<file path="config.mk">
export PLATFORM = sky130hd
export DESIGN_NAME = grass_sway_animator_flat
export DESIGN_NICKNAME = d
export VERILOG_FILES = /design/src/rtl/anim_pkg.sv /design/src/rtl/grass_sway_animator_if.sv /design/src/rtl/vsync_edge_detect.sv /design/src/rtl/grass_sway_animator.sv /design/src/flat_wrapper.sv
export SDC_FILE = /design/constraint.sdc
export NUM_CORES = 1
export LEC_CHECK = 0
export BUFFER_PORTS_ARGS = -buffer_cell sky130_fd_sc_hd__buf_2
export CAP_MARGIN = 20
export CELL_PAD_IN_SITES_DETAIL_PLACEMENT = 0
export CELL_PAD_IN_SITES_GLOBAL_PLACEMENT = 2
export CORE_MARGIN = 1.5
export CORE_UTILIZATION = 35
export CTS_BUF_LIST = sky130_fd_sc_hd__clkbuf_4 sky130_fd_sc_hd__clkbuf_8
export DETAILED_ROUTE_END_ITERATION = 10
export PLACE_DENSITY_LB_ADDON = 0.12
export SLEW_MARGIN = 20
export SYNTH_ARGS = -nofsm -noshare
export SYNTH_HDL_FRONTEND = slang
export SYNTH_SLANG_ARGS = --single-unit
</file>
<file path="constraint.sdc">
create_clock -name clk -period 4.4 [get_ports clk]
set_input_delay 0 -clock clk [delete_from_list [all_inputs] [get_ports clk]]
set_output_delay 0 -clock clk [all_outputs]
set_load 0.005 [all_outputs]
</file>
<file path="src/rtl/anim_pkg.sv">
// Shared types and sizing helpers for the frame-synchronous animation blocks.
package anim_pkg;

  typedef enum logic [1:0] {
    RISE    = 2'd0,
    HOLD_HI = 2'd1,
    FALL    = 2'd2,
    HOLD_LO = 2'd3
  } sway_state_t;

  localparam int SCROLL_W = 10;

  // Width of the dwell counter; never narrower than one bit so DWELL=0 still elaborates.
  function automatic int dwell_cnt_w(input int dwell);
    int w;
    w = $clog2(dwell + 1);
    return (w < 1) ? 1 : w;
  endfunction

endpackage

</file>
<file path="src/rtl/grass_sway_animator_if.sv">
// Bundles the frame input, pause control and motion outputs of grass_sway_animator.
interface grass_sway_animator_if #(
  parameter int SWAY_W = 6
);
  import anim_pkg::*;

  // No valid/ready handshake: frame_tick is a one-cycle pulse, and scroll/sway/sway_dir
  // change only on the cycle frame_tick rises and are stable for the rest of the frame.
  logic                vsync_in;
  logic                pause;
  logic                frame_tick;
  logic [SCROLL_W-1:0] scroll;
  logic [SWAY_W-1:0]   sway;
  logic                sway_dir;
  sway_state_t         dbg_state;

  modport slave (
    input  vsync_in,
    input  pause,
    output frame_tick,
    output scroll,
    output sway,
    output sway_dir,
    output dbg_state
  );

  modport master (
    output vsync_in,
    output pause,
    input  frame_tick,
    input  scroll,
    input  sway,
    input  sway_dir,
    input  dbg_state
  );

endinterface

</file>
<file path="src/rtl/vsync_edge_detect.sv">
// Rising-edge detector for a same-domain sync strobe; the history register presets
// high on reset so a sync line already high after reset does not produce an event.
module vsync_edge_detect (
  input  logic clk,
  input  logic reset,
  input  logic i_sig,
  output logic o_rise
);

  logic r_q;

  always_ff @(posedge clk) begin
    if (reset) begin
      r_q <= 1'b1;
    end else begin
      r_q <= i_sig;
    end
  end

  assign o_rise = i_sig & ~r_q;

endmodule

</file>
<file path="src/rtl/grass_sway_animator.sv">
// Frame-synchronous motion sequencer: wrapping scroll offset plus a ping-pong sway
// with dwell at each extreme, all advanced from vsync rising edges in the clk domain.
module grass_sway_animator
  import anim_pkg::*;
#(
  parameter int SWAY_W      = 6,
  parameter int SWAY_MIN    = 1,
  parameter int SWAY_MAX    = 32,
  parameter int DWELL       = 2,
  parameter int FRAME_DIV   = 1,
  parameter int SCROLL_STEP = 1
) (
  input  logic                 clk,
  input  logic                 reset,
  grass_sway_animator_if.slave bus
);

  localparam int CMP_W = SWAY_W + 1;
  localparam int DCW   = dwell_cnt_w(DWELL);
  localparam int DIV_W = (FRAME_DIV > 1) ? $clog2(FRAME_DIV) : 1;

  localparam logic [CMP_W-1:0]    MAX_C      = CMP_W'(SWAY_MAX);
  localparam logic [CMP_W-1:0]    MIN_P1_C   = CMP_W'(SWAY_MIN + 1);
  localparam logic [SWAY_W-1:0]   MIN_S      = SWAY_W'(SWAY_MIN);
  localparam logic [SWAY_W-1:0]   MAX_S      = SWAY_W'(SWAY_MAX);
  localparam logic [DCW-1:0]      DWELL_LAST = DCW'((DWELL > 0) ? DWELL - 1 : 0);
  localparam logic [DIV_W-1:0]    DIV_LAST   = DIV_W'(FRAME_DIV - 1);
  localparam logic [SCROLL_W-1:0] SCROLL_INC = SCROLL_W'(SCROLL_STEP);

  logic w_rise;
  logic w_adv;
  logic w_step;

  logic                r_tick;
  logic [SCROLL_W-1:0] r_scroll;
  logic [SWAY_W-1:0]   r_sway;
  sway_state_t         r_state;
  logic                r_sway_dir;
  logic [DIV_W-1:0]    r_div_cnt;
  logic [DCW-1:0]      r_dwell_cnt;

  sway_state_t         w_state_nx;
  logic [SWAY_W-1:0]   w_sway_nx;
  logic [DCW-1:0]      w_dwell_nx;
  logic                w_dir_nx;
  logic [CMP_W-1:0]    w_sway_ext;
  logic [CMP_W-1:0]    w_sway_inc;

  vsync_edge_detect u_vsync_edge (
    .clk    (clk),
    .reset  (reset),
    .i_sig  (bus.vsync_in),
    .o_rise (w_rise)
  );

  assign w_adv  = w_rise & ~bus.pause;
  assign w_step = w_adv & (r_div_cnt == DIV_LAST);

  // Limit compares run one bit wider than sway so SWAY_MAX near 2**SWAY_W-1 cannot wrap.
  assign w_sway_ext = {1'b0, r_sway};
  assign w_sway_inc = w_sway_ext + 1'b1;

  // Candidate next values assuming an advance step; applied only when w_step is set.
  // sway_dir reports the phase that produced the new sway value, i.e. the pre-step state.
  always_comb begin
    w_state_nx = r_state;
    w_sway_nx  = r_sway;
    w_dwell_nx = r_dwell_cnt;
    w_dir_nx   = (r_state == RISE) || (r_state == HOLD_HI);
    case (r_state)
      RISE: begin
        if (w_sway_inc >= MAX_C) begin
          w_sway_nx  = MAX_S;
          w_dwell_nx = '0;
          if (DWELL == 0) begin
            w_state_nx = FALL;
          end else begin
            w_state_nx = HOLD_HI;
          end
        end else begin
          w_sway_nx = w_sway_inc[SWAY_W-1:0];
        end
      end
      HOLD_HI: begin
        if (r_dwell_cnt == DWELL_LAST) begin
          w_state_nx = FALL;
        end else begin
          w_dwell_nx = r_dwell_cnt + 1'b1;
        end
      end
      FALL: begin
        if (w_sway_ext <= MIN_P1_C) begin
          w_sway_nx  = MIN_S;
          w_dwell_nx = '0;
          if (DWELL == 0) begin
            w_state_nx = RISE;
          end else begin
            w_state_nx = HOLD_LO;
          end
        end else begin
          w_sway_nx = r_sway - 1'b1;
        end
      end
      HOLD_LO: begin
        if (r_dwell_cnt == DWELL_LAST) begin
          w_state_nx = RISE;
        end else begin
          w_dwell_nx = r_dwell_cnt + 1'b1;
        end
      end
      default: begin
        w_state_nx = RISE;
      end
    endcase
  end

  always_ff @(posedge clk) begin
    if (reset) begin
      r_tick      <= 1'b0;
      r_scroll    <= '0;
      r_sway      <= MIN_S;
      r_state     <= RISE;
      r_sway_dir  <= 1'b1;
      r_div_cnt   <= '0;
      r_dwell_cnt <= '0;
    end else begin
      r_tick <= w_rise;
      if (w_adv) begin
        r_scroll <= r_scroll + SCROLL_INC;
        if (r_div_cnt == DIV_LAST) begin
          r_div_cnt <= '0;
        end else begin
          r_div_cnt <= r_div_cnt + 1'b1;
        end
      end
      if (w_step) begin
        r_state     <= w_state_nx;
        r_sway      <= w_sway_nx;
        r_dwell_cnt <= w_dwell_nx;
        r_sway_dir  <= w_dir_nx;
      end
    end
  end

  assign bus.frame_tick = r_tick;
  assign bus.scroll     = r_scroll;
  assign bus.sway       = r_sway;
  assign bus.sway_dir   = r_sway_dir;
  assign bus.dbg_state  = r_state;

endmodule

</file>
<file path="src/flat_wrapper.sv">
// flat-port wrapper written by rule: the top's interface ports become plain ports
module grass_sway_animator_flat import anim_pkg::*;
#(
  parameter int SWAY_W      = 6,
  parameter int SWAY_MIN    = 1,
  parameter int SWAY_MAX    = 32,
  parameter int DWELL       = 2,
  parameter int FRAME_DIV   = 1,
  parameter int SCROLL_STEP = 1
)
  (clk, reset, bus_vsync_in, bus_pause, bus_frame_tick, bus_scroll, bus_sway, bus_sway_dir, bus_dbg_state);
  grass_sway_animator_if #(.SWAY_W(SWAY_W)) bus_i ();
  input  logic clk;
  input  logic reset;
  input wire logic [$bits(bus_i.vsync_in)-1:0] bus_vsync_in;
  input wire logic [$bits(bus_i.pause)-1:0] bus_pause;
  output wire logic [$bits(bus_i.frame_tick)-1:0] bus_frame_tick;
  output wire logic [$bits(bus_i.scroll)-1:0] bus_scroll;
  output wire logic [$bits(bus_i.sway)-1:0] bus_sway;
  output wire logic [$bits(bus_i.sway_dir)-1:0] bus_sway_dir;
  output wire logic [$bits(bus_i.dbg_state)-1:0] bus_dbg_state;
  assign bus_i.vsync_in = bus_vsync_in;
  assign bus_i.pause = bus_pause;
  assign bus_frame_tick = bus_i.frame_tick;
  assign bus_scroll = bus_i.scroll;
  assign bus_sway = bus_i.sway;
  assign bus_sway_dir = bus_i.sway_dir;
  assign bus_dbg_state = bus_i.dbg_state;
  grass_sway_animator #(.SWAY_W(SWAY_W), .SWAY_MIN(SWAY_MIN), .SWAY_MAX(SWAY_MAX), .DWELL(DWELL), .FRAME_DIV(FRAME_DIV), .SCROLL_STEP(SCROLL_STEP)) u_core (.clk(clk), .reset(reset), .bus(bus_i));
endmodule
</file>
Word-level counts from Yosys, hierarchy flattened

Cells that the tools add are included.
Widths: inputs -> output; s select.

Bits of input ports: 4
Output and inout port bits: 20
Flip-flop bits (word level): 24

Order comparisons: 2
Bitwise gates (word level): 6
$add $sub $neg: 5
Multiplexer cells: 13
Eq/ne operators: 9
Reduce and logical (&&, ||, !) cells: 7

Operators with widths:

| operator              | number |
|---|---|
| $mux 2                | 7 |
| $mux 6                | 2 |
| $pmux 6 s2            | 1 |
| $add 10x1->10 const B | 1 |
| $pmux 2 s4            | 1 |
| $add 6x1->7 const B   | 1 |
| $ge 7x6->1 const B    | 1 |
| $le 6x2->1 const B    | 1 |
| $ne 2x2->1 const B    | 3 |
| $pmux 2 s3            | 1 |
| $sub 6x1->6 const B   | 1 |
| $reduce_and 5->1      | 1 |
| $eq 2x1->1 const B    | 2 |
| $eq 2x2->1 const B    | 2 |
| $ne 2x1->1 const B    | 2 |
| $reduce_and 4->1      | 1 |
| $and 1x1->1           | 3 |
| $not 1->1             | 3 |
| $add 2x1->2 const B   | 1 |
| $logic_not 2->1       | 1 |
| $reduce_and 2->1      | 1 |
| $reduce_bool 2->1     | 1 |
| $reduce_or 2->1       | 1 |
| $add 1x1->1 const B   | 1 |
| 2 further kinds       | 2 |

Depth between registers and ports, before layout

Depth after elaboration: 5
Gate-level depth with buffers: 8
Gate-level depth less buffers: 7

Hierarchy

A second synthesis with hierarchy kept.

Cells, all modules: 166
Area total of the unflattened synthesis: 1421.4 sq um

By module, submodules not included:

| module              | instances | area each (sq um) | cells each |
|---|---|---|---|
| grass_sway_animator | 1         | 1388.8            | 163 |
| vsync_edge_detect   | 1         | 32.5              | 3 |

Least setup slack after synthesis

OpenSTA, ideal clock, no wires.

Kind: register to register
Start: register u_core.r_sway[0], in the netlist u_core.bus.sway[0]
End: register u_core.r_dwell_cnt[1]
Period minus slack after synthesis: 1821 ps
Slack: 2579 ps
Data required time: 4329 ps
Cell stages (with the launch flop): 9
Arrival: 1751 ps
Path through: dfxtp_1 buf_2 inv_1 ha_1 nor2b_1 o41ai_4 nand3_1 or4_1 a21oi_1

Word-level cells in the longest chain between the ends: 4
Elaborated cells between the ends (all ways): 6
Classes of those cells: 1 x add/sub; 2 x order compare; 2 x eq/ne; 1 x reduce/logical

RTL lines:

| what                           | RTL line                   | source |
|---|---|---|
| start, declared                | grass_sway_animator.sv:36  | `logic [SWAY_W-1:0] r_sway;` |
| start signal, assigned         | grass_sway_animator.sv:138 | `r_sway <= w_sway_nx;` |
| $add 6x1->7                    | grass_sway_animator.sv:61  | `assign w_sway_inc = w_sway_ext + 1'b1;` |
| $ge 7x6->1                     | grass_sway_animator.sv:72  | `if (w_sway_inc >= MAX_C) begin` |
| $ne 2x2->1 (no line)           | -                          |  |
| $reduce_and 4->1 (no line) (*) | -                          |  |
| end signal, assigned           | grass_sway_animator.sv:139 | `r_dwell_cnt <= w_dwell_nx;` |
| end, declared                  | grass_sway_animator.sv:40  | `logic [DCW-1:0] r_dwell_cnt;` |

Every way passes the cells marked *; elsewhere a longest branch is shown, timed or not.
A chain may end at the register's enable or synchronous reset.

Worst setup path after layout

Start: input port bus_vsync_in
End: register u_core.r_sway[3], in the netlist u_core.bus.sway[3]

Word-level cells in the longest chain between the ends: 4

RTL lines:

| what                       | RTL line                  | source |
|---|---|---|
| start, declared            | flat_wrapper.sv:15        | `input wire logic [$bits(bus_i.vsync_in)-1:0] bus_vsync_in;` |
| $and 1x1->1                | vsync_edge_detect.sv:20   | `assign o_rise = i_sig & ~r_q;` |
| $and 1x1->1                | grass_sway_animator.sv:56 | `assign w_adv = w_rise & ~bus.pause;` |
| $and 1x1->1                | grass_sway_animator.sv:57 | `assign w_step = w_adv & (r_div_cnt == DIV_LAST);` |
| $reduce_and 2->1 (no line) | -                         |  |

Every way passes these cells.

==> run metrics <==
final instance area=about 1500 µm²; Mapped Area=1320 µm²; largest net degree at the start of global routing=24; Fin. Hold Viols=0; Post-Place Cell Area=between 1000 and 1500 µm²; Tot GR Track Use=14.14%; die area=4149 µm²; clock slew at reported path FFs=~80 ps; unrepaired setup endpoints after global routing=false; worst slew pin tran=744.8 ps; postcts setup bufs=0; GR Layer Usage met2=between 20% and 30%; Max-Cap Viols=0; DR pass1 iterations=4; post-route clock period utilization=53.14%; min Tclk post-route=between 2000 and 2500 ps; Chip Height=between 60 and 70 µm; grt ovf=0; initial antenna violation count=0; vias in the first global route=1034; ant diodes=0; slew margin rel.=50.13%; Psw=roughly 0.088 mW; critical path class=input pin to register; nets=190; Power Density=247.0 nW/µm²; outcome=finished clean; CTS tree=built; FILL cells=387; layout cells sized above 1=18.75%; reg2reg start=u_core.u_vsync_edge.r_q$_SDFF_PP1_; crit path DAT=about 2500 ps; Clk network pwr share=between 30% and 40%; HPWL after detailed placement=2.082 mm; Pins Over Slew Limit=0; die width=roughly 64 µm; via-per-instance ratio=5.205; synth warn=0; final setup TNS=0 ps; Syn Nets=170; synthesized flop and latch total=23; Synth area leaders=dfxtp_1, ha_1, nor2_1; CTS buffer count=3; maximum VDD drop=0.1241 mV; Post-synth EDFFs=0; Min-Delay Path Class=input pin to register; post-synthesis sequential area ratio=34.88%; Synth top area share=34.88%; Worst Min Path Start=reset; vias post-DR=1166; top cell type by total area after synthesis=dfxtp_1; first-pass GRT wire length=4.629 mm; DRC Markers=0; met3 Usage GRT=between 2 and 2.5%; CTS H-tree depth=1; clk_skew=2.802 ps; Clk Latency, worst-skew pair=260 ps; initial DRC count=75; ANT nets after route=0; Sw Share=23.57%; leakage=0.6120 nW; CTS Sinks=23; synthesis-to-finish area growth=14.12%; Achievable Freq=427.7 MHz; Internal Power=approximately 0.28 mW; Synth cell types=41; Initial Utilization=between 30% and 40%; Root Driver=clkbuf_8; syn avg cell area=8.408 µm²; Worst EP required=4590 ps; Synth Flop Type=dfxtp_1; io pins=24; GR peak layer=met2; wire length per cell=12.65 µm; Core Area=3633 µm²; Flop pwr share=between 50 and 60%; startpoint types=input pin; GR Layer Usage met1=18.85%; Gate Count Post-Synth=157; Crit. End Element=register; Post-synth top cells=dfxtp_1, nor2_1, ha_1, nand2_1; Async S/R FF share, synth=0%; crit path max fanout=13; Comb pwr share=6.7%; Routed WL=2.833 mm; Placer Congestion=approximately 0.74; Rows=22; most frequent cell after synthesis=dfxtp_1; worst setup path start=bus_vsync_in; final setup fails=0; Port Buffers=23; clk buf depth=2; CTS resizes=0
-- worst max-delay path, stage by stage --
cell and delay (ps):
dlygate4sd3_1 530, buf_2 120, nor3b_2 620, o21ai_1 400, or3_1 440, a211o_1 300
a31oi_1 120
-- layout make-up --
class | instances | area, µm² | area share, %
clock buffer | 3 | 41.29 | 2.741
clock inverter | 1 | 5.005 | 0.3322
inverter | 7 | 26.28 | 1.744
multi-input combinational | 118 | 788.3 | 52.33
sequential | 23 | 460.4 | 30.56
tap | 48 | 60.06 | 3.987
timing repair buffer | 24 | 125.1 | 8.306
-- cell usage in the layout, fill, tap and decap left out, drive strengths merged, types with 2 or more instances in the layout --
cell    count
buf        23
dfxtp      23
nor2       19
nand2       9
ha          9
o21ai       9
nor3        8
a21oi       8
inv         7
nand3       7
xor2        7
nor3b       5
xnor2       4
and3        4
clkbuf      3
o21a        2
nor4        2
a221oi      2
or3         2
or4         2
nand4       2
mux2i       2
or2         2
-- path summary, 6_finish.rpt --
kind | slack (ps) | endpoint | cells after the start
worst max-delay path | 2060 | u_core.bus.sway[3]$_SDFFE_PP0P_ | 7
worst min-delay path | 140 | u_core.bus.scroll[2]$_SDFFE_PP0P_ | 2
worst max register to register | 2110 | u_core.bus.sway[3]$_SDFFE_PP0P_ | 5
worst min register to register | 440 | u_core.bus.frame_tick$_SDFF_PP0_ | 1
-- logic make-up after synthesis --
family | synth area share (%)
compound gates | 15.74
fa+ha+maj | 8.531
buf+inv | 5.403
simple gates | 26.64
mux | 1.517
flops | 34.88
xor+xnor | 7.298
-- state kept, by name, summed over array words and instances (netlist names) --
| name | cells |
|---|---|
| u_core.bus.frame_tick | 1 |
| u_core.u_vsync_edge.r_q | 1 |
| u_core.r_dwell_cnt | 2 |
| u_core.bus.sway | 6 |
| u_core.bus.sway_dir | 1 |
| u_core.bus.dbg_state | 2 |
| u_core.bus.scroll | 10 |
-- per-stage QoR --
step / total power [mW] / util (%) / worst slack (ps) / hold slack [ps] / cells
3_3_place_gp: 0.2444 / 39.91 / 2229 / 219.7 / 219
5_1_grt: 0.3897 / 41.46 / 1908 / 164.2 / 224
2_1_floorplan: 0.2369 / - / 2579 / 78.70 / 157
4_1_cts: 0.3780 / 41.46 / 2113 / 147.4 / 224
6_report: 0.3722 / 41.46 / 2062 / 143.6 / 224
3_5_place_dp: 0.2447 / 39.91 / 2153 / 223.8 / 219
-- power groups by stage --
stage | logic (mW) | clock network (mW) | registers (mW)
2_1_floorplan | 0.0185 | 0 | 0.218
3_3_place_gp | 0.0242 | 0 | 0.220
3_5_place_dp | 0.0244 | 0 | 0.220
4_1_cts | 0.0252 | 0.138 | 0.215
5_1_grt | 0.0277 | 0.146 | 0.216
6_report | 0.0249 | 0.132 | 0.215
-- metal layers --
metal  up-vias  wire length (µm)
li1        590                 -
met1       550              1365
met2        21              1328
met3         5               100
met4         0                40
met5         -                 0
-- what timing repair did --
item,CTS,global route
endpoints found under the hold margin,1,0
hold buffers,1,0
setup endpoints to repair,0,0
No activity file was read; power rests on OpenSTA's default activity.
